--- config.mk ---
export PLATFORM = sky130hd
export DESIGN_NAME = tbuf_bus_arbiter
export DESIGN_NICKNAME = d
export VERILOG_FILES = /design/src/rtl/tbuf_bus_arbiter.sv
export SDC_FILE = /design/constraint.sdc
export NUM_CORES = 1
export LEC_CHECK = 0
export CORE_MARGIN = 2
export CORE_UTILIZATION = 51
export DETAILED_ROUTE_END_ITERATION = 7
export GPL_TIMING_DRIVEN = 0
export PLACE_DENSITY = 0.74
export SLEW_MARGIN = 25
export SYNTH_ARGS = -nofsm -noshare
export SYNTH_HDL_FRONTEND = slang
export SYNTH_SLANG_ARGS = --single-unit
--- constraint.sdc ---
create_clock -name clk -period 1.7 [get_ports clk]
set_input_delay 0.34 -clock clk [delete_from_list [all_inputs] [get_ports clk]]
set_output_delay 0.34 -clock clk [all_outputs]
set_load 0.02 [all_outputs]
--- src/rtl/tbuf_bus_arbiter.sv ---
// Round-robin owner selection and EN sequencing for a tristate bus with a forced all-off turnaround between owners.
// Grant from IDLE lands one edge after req is first seen; release is immediate; optional keeper output under TBUF_ARB_KEEPER_EN.
module tbuf_bus_arbiter #(
    parameter int N_REQ       = 4,
    parameter int TURN_CYCLES = 1,
    parameter int MAX_GRANT   = 8
) (
    input  logic             clk,
    input  logic             rst,
    input  logic [N_REQ-1:0] req,
    output logic [N_REQ-1:0] en,
    output logic [N_REQ-1:0] grant,
    output logic             bus_idle,
    output logic             keeper_en
);

    localparam int PW = (N_REQ > 1) ? $clog2(N_REQ) : 1;
    localparam int HW = (MAX_GRANT > 1) ? $clog2(MAX_GRANT) : 1;
    localparam int TW = $clog2(TURN_CYCLES + 1);
    localparam logic [HW-1:0] HOLD_MAX = HW'((MAX_GRANT > 0) ? MAX_GRANT - 1 : 0);
    localparam logic [TW-1:0] TURN_LAST = TW'(TURN_CYCLES - 1);
    localparam logic [N_REQ-1:0] ONE = N_REQ'(1);

    typedef enum logic [1:0] {ST_IDLE, ST_OWN, ST_TURN} state_t;

    state_t           state;
    logic [PW-1:0]    owner;
    logic [PW-1:0]    ptr;
    logic [HW-1:0]    hold_cnt;
    logic [TW-1:0]    turn_cnt;
    logic             armed;
    logic [PW:0]      pick;
    logic             win_vld;
    logic [PW-1:0]    winner;
    logic [N_REQ-1:0] others;
    logic             preempt;
    logic             take;

    // Descending scan so the requester closest to ptr is the last to overwrite.
    function automatic logic [PW:0] rr_pick(input logic [N_REQ-1:0] r, input logic [PW-1:0] p);
        logic [PW:0] res;
        logic [PW:0] idx;
        res = '0;
        for (int i = N_REQ - 1; i >= 0; i--) begin
            idx = {1'b0, p} + (PW+1)'(i);
            if (idx >= (PW+1)'(N_REQ)) begin
                idx = idx - (PW+1)'(N_REQ);
            end
            if (r[idx[PW-1:0]]) begin
                res = {1'b1, idx[PW-1:0]};
            end
        end
        return res;
    endfunction

    always_comb begin
        pick    = rr_pick(req, ptr);
        win_vld = pick[PW];
        winner  = pick[PW-1:0];
        others  = req & ~(ONE << owner);
        preempt = (MAX_GRANT != 0) && (hold_cnt == HOLD_MAX) && (|others);
        take    = win_vld && (((state == ST_IDLE) && armed) ||
                              ((state == ST_TURN) && (turn_cnt == TURN_LAST)));
    end

    assign grant = en;

    always_ff @(posedge clk) begin
        if (rst) begin
            state    <= ST_IDLE;
            en       <= '0;
            owner    <= '0;
            ptr      <= '0;
            hold_cnt <= '0;
            turn_cnt <= '0;
            armed    <= 1'b0;
            bus_idle <= 1'b1;
        end else if (take) begin
            state    <= ST_OWN;
            en       <= ONE << winner;
            owner    <= winner;
            ptr      <= (winner == PW'(N_REQ - 1)) ? '0 : winner + 1'b1;
            hold_cnt <= '0;
            armed    <= 1'b0;
            bus_idle <= 1'b0;
        end else begin
            case (state)
                ST_IDLE: begin
                    armed <= |req;
                end
                ST_OWN: begin
                    if (!req[owner] || preempt) begin
                        state    <= ST_TURN;
                        en       <= '0;
                        turn_cnt <= '0;
                    end else if (hold_cnt != HOLD_MAX) begin
                        hold_cnt <= hold_cnt + 1'b1;
                    end
                end
                ST_TURN: begin
                    if (turn_cnt == TURN_LAST) begin
                        state    <= ST_IDLE;
                        bus_idle <= 1'b1;
                        armed    <= 1'b0;
                    end else begin
                        turn_cnt <= turn_cnt + 1'b1;
                    end
                end
                default: begin
                    state    <= ST_IDLE;
                    en       <= '0;
                    bus_idle <= 1'b1;
                end
            endcase
        end
    end

`ifdef TBUF_ARB_KEEPER_EN
    // Keeper engages only once every driver has been off for at least one full cycle.
    always_ff @(posedge clk) begin
        if (rst) begin
            keeper_en <= 1'b1;
        end else begin
            keeper_en <= (state != ST_OWN) && !take;
        end
    end
`else
    assign keeper_en = 1'b0;
`endif

endmodule

==> Implementation_results.wiki, run 1 <==
{| class="wikitable"
! Metric !! Value
|-
| Wire length of the first global-routing pass || about 3100 um
|-
| Height of the chip || 47.7 um
|-
| Sequential cell area fraction in the yosys report || 0.308
|-
| Placed standard-cell area || between 1000 and 1500 sq um
|-
| Clock tree buffer depth || 2
|-
| Post-detail-place hpwl || between 1000 and 1500 um
|-
| Worst min-delay path category || input port to register
|-
| Inserted Diodes || 0
|-
| Layout cells sized above 1 || 0.294
|-
| Clock period minus final worst setup slack || 1.60 ns
|-
| Antenna-violating nets left || 0
|-
| Fill cell total of the finished layout || between 150 and 200
|-
| Clock H-tree levels || 1
|-
| Grt met1 use || 0.246
|-
| Cell Rows || 15
|-
| # Max-Cap Violations || 0
|-
| Hold buffer count at cts || 0
|-
| Iteration count of the initial detailed-routing pass || 4
|-
| Area growth, synth to finish || 21.8%
|-
| Number of input and output port buffers inserted || 13
|-
| Number of antenna violations at the first check in global routing || 0
|-
| Effective utilization at floorplan || 0.553
|-
| Most used flip-flop cell after synthesis || sky130_fd_sc_hd__dfxtp_1
|-
| Final Hold Viols || 0
|-
| Element type at the critical path start || register
|-
| Nets || 132
|-
| Layer carrying the most global-route usage || met2
|-
| Max Freq || roughly 620 MHz
|-
| Largest area contributor in the synthesized netlist || sky130_fd_sc_hd__dfxtp_1
|-
| Outcome || finished, final reports clean
|-
| Mapped cell area || 976 sq um
|-
| Type of element capturing the critical path || register
|-
| Per-cell via count in the routed design || about 5.5
|-
| Type of the worst setup path || register to register
|-
| Average cell area after synthesis || 9.76 sq um
|-
| Met3 Usage GRT || 0.0340
|-
| Net Count, Synth || 112
|-
| Weighted congestion reported at the end of routability-driven placement || slightly above 0.7
|-
| Width of the die || 47.7 um
|-
| Number of max-slew violations in the final report || 0
|-
| Clock-pin slew reported for the worst setup and hold paths after clock tree synthesis || 0.10 ns
|-
| Most common cell after layout, fill and taps aside || sky130_fd_sc_hd__dfxtp_1
|-
| Final period util || 0.943
|-
| Root cell of the clock tree || sky130_fd_sc_hd__clkbuf_4
|-
| Slew HR || 0.650
|-
| Setup Viol. Count Final || 0
|-
| Post-synthesis cell count || 100
|-
| Average wire length per cell after detail routing || 13.5 um
|-
| Source-to-sink clock delay at the later pin of the worst-skew pair || 0.28 ns
|-
| Yosys warning total || 0
|-
| Gr usage total || 0.196
|-
| Leading cell types by total area after synthesis || sky130_fd_sc_hd__dfxtp_1 31%, sky130_fd_sc_hd__mux2i_1 8.2%, sky130_fd_sc_hd__ha_1 7.7%
|-
| Commonest cells after routing, fill and taps aside || 14 x sky130_fd_sc_hd__dfxtp_1, 8 x sky130_fd_sc_hd__mux2i_1, 7 x sky130_fd_sc_hd__nor2_1, 7 x sky130_fd_sc_hd__buf_4, 6 x sky130_fd_sc_hd__ha_1
|-
| Number of global-route vias before repair || between 700 and 800
|-
| Register-to-Register Setup Slack || 0.1 ns
|-
| Final instance area || 1190 sq um
|-
| Overall die area || about 2300 sq um
|-
| Setup repair after global routing missed its margin || no
|-
| Core area || 1760 sq um
|-
| Flop and latch count out of synthesis || 15
|-
| Power density over the cells || 905 nW/um^2
|-
| Met2 track demand over resource || 0.339
|-
| Post-route clock skew || about 0.0055 ns
|-
| Slew at the pin closest to its max-slew limit || 0.520 ns
|-
| Wirelength, routed || slightly below 2000 um
|-
| Standby leakage power || 0.549 nW
|-
| Required time of the critical path || between 1.5 and 2 ns
|-
| Number of synthesized flops with an enable pin || 0
|-
| Share of async-settable or async-resettable flops after synthesis || 0
|-
| GR Overflow Total || 0
|-
| Vias after detailed routing || roughly 800
|-
| Highest ir drop seen on vdd || between 0.5 and 0.6 mV
|-
| Data arrival time of the worst path || 1.79 ns
|-
| Synth cell types || 41
|-
| Iter 0 DRT Violations || 10
|-
| Proportion of netlist area held by the largest area contributor || 0.308
|-
| Sink Count || 15
|-
| Total clock buffers created by CTS || 3
|-
| TritonCTS clock tree || yes
|-
| Top-level port count || 16
|-
| Utilization of the core after routing || 0.674
|-
| Largest fanout on the critical path || 3
|-
| Final routed DRC violation total || 0
|-
| Pin count of the biggest net entering global routing || 11
|-
| Final setup TNS || 0 ns
|}
## state kept, by name (all words and copies together) (netlist names)
register	flops
armed	1
bus_idle	1
en	4
hold_cnt	3
owner	2
ptr	2
state	2
## per-stage QoR
stage	cells	total power [W]	hold WS (ns)	worst slack [ns]
2_1_floorplan	100	0.000728	0.436	0.102
3_3_place_gp	138	0.000845	0.446	-0.645
3_5_place_dp	138	0.000859	0.458	-0.709
4_1_cts	144	0.00109	0.218	0.000558
5_1_grt	144	0.00115	0.219	0.0102
6_report	144	0.00108	0.222	0.0961
## worst max-delay path: stages (launching register included)
cell                       delay [ns]
sky130_fd_sc_hd__dfxtp_1         0.36
sky130_fd_sc_hd__nor2b_1         0.07
sky130_fd_sc_hd__a21o_2          0.20
sky130_fd_sc_hd__a221oi_4        0.28
sky130_fd_sc_hd__buf_4           0.18
sky130_fd_sc_hd__ha_1            0.22
sky130_fd_sc_hd__mux2i_1         0.13
sky130_fd_sc_hd__nor2_1          0.05
## what timing repair did
action / CTS / global route
pin swaps: 1 / 2
gates resized for setup: 17 / 9
cloned: 0 / 0
setup buffers: 2 / 0
endpoints found under the setup margin: 14 / 6
## final timing paths
| check | depth (start not counted) | end | from |
|---|---|---|---|
| worst max-delay path | 7 | ptr[1]$_SDFFE_PP0P_ | ptr[0]$_SDFFE_PP0P_ |
| worst min-delay path | 2 | ptr[1]$_SDFFE_PP0P_ | rst |
| worst max register to register | 7 | ptr[1]$_SDFFE_PP0P_ | ptr[0]$_SDFFE_PP0P_ |
| worst min register to register | 2 | armed$_SDFFE_PP0P_ | armed$_SDFFE_PP0P_ |
## cell families after synthesis
| kind of cell | after synthesis | synth area share |
|---|---|---|
| adder cells (fa/ha/maj) | 6 | 0.0769 |
| AO/OA/AOI/OAI | 21 | 0.165 |
| AND/OR/NAND/NOR | 34 | 0.227 |
| buffers and inverters | 13 | 0.101 |
| other | 1 | 0.00384 |
| XOR/XNOR | 1 | 0.00898 |
| multiplexers | 9 | 0.109 |
| flip-flops | 15 | 0.308 |
## routing by layer
layer,vias up,part of all wire
met4,0,0.0072
met1,384,0.43
li1,393,-
met5,-,0
met2,14,0.54
met3,2,0.024
## synth_stat cells (3+ instances only)
library cell               n
sky130_fd_sc_hd__dfxtp_1  15
sky130_fd_sc_hd__mux2i_1   8
sky130_fd_sc_hd__nor2_1    7
sky130_fd_sc_hd__ha_1      6
sky130_fd_sc_hd__a21oi_1   5
sky130_fd_sc_hd__buf_4     5
sky130_fd_sc_hd__inv_1     5
sky130_fd_sc_hd__o32ai_1   4
sky130_fd_sc_hd__and2b_2   3
sky130_fd_sc_hd__nand2_1   3
sky130_fd_sc_hd__or2b_1    3
## power by group
part | switching (W) | total, W | internal [W] | leakage, nW
logic | 0.000221 | 0.000437 | 0.000216 | 0.408
registers | 0.0000383 | 0.000435 | 0.000397 | 0.123
clock network | 0.000117 | 0.000205 | 0.0000872 | 0.0177
total | 0.000376 | 0.00108 | 0.000700 | 0.549
## area by class of cell
type / instances / area [sq um] / area share
plain buffers: 8 / 80.1 / 0.0674
inverters: 5 / 18.8 / 0.0158
clock buffers: 3 / 22.5 / 0.0189
clock inverters: 1 / 5.00 / 0.00421
repair buffers: 15 / 124 / 0.104
well taps: 25 / 31.3 / 0.0263
flip-flops and latches: 15 / 304 / 0.256
multi-input cells: 72 / 603 / 0.507
Power figures use the tool's default switching activity.
==> run 2, diff against run 1 <==
Settings changed: SLEW_MARGIN 25 to not set.
==> results of run 2 <==
The final DEF is identical to that of run 1; final timing and power are the same.
==> run 3, diff against run 2 <==
Settings changed: CTS_CLUSTER_DIAMETER set to 200.
==> results of run 3 <==
The final DEF is identical to that of run 1; final timing and power are the same.
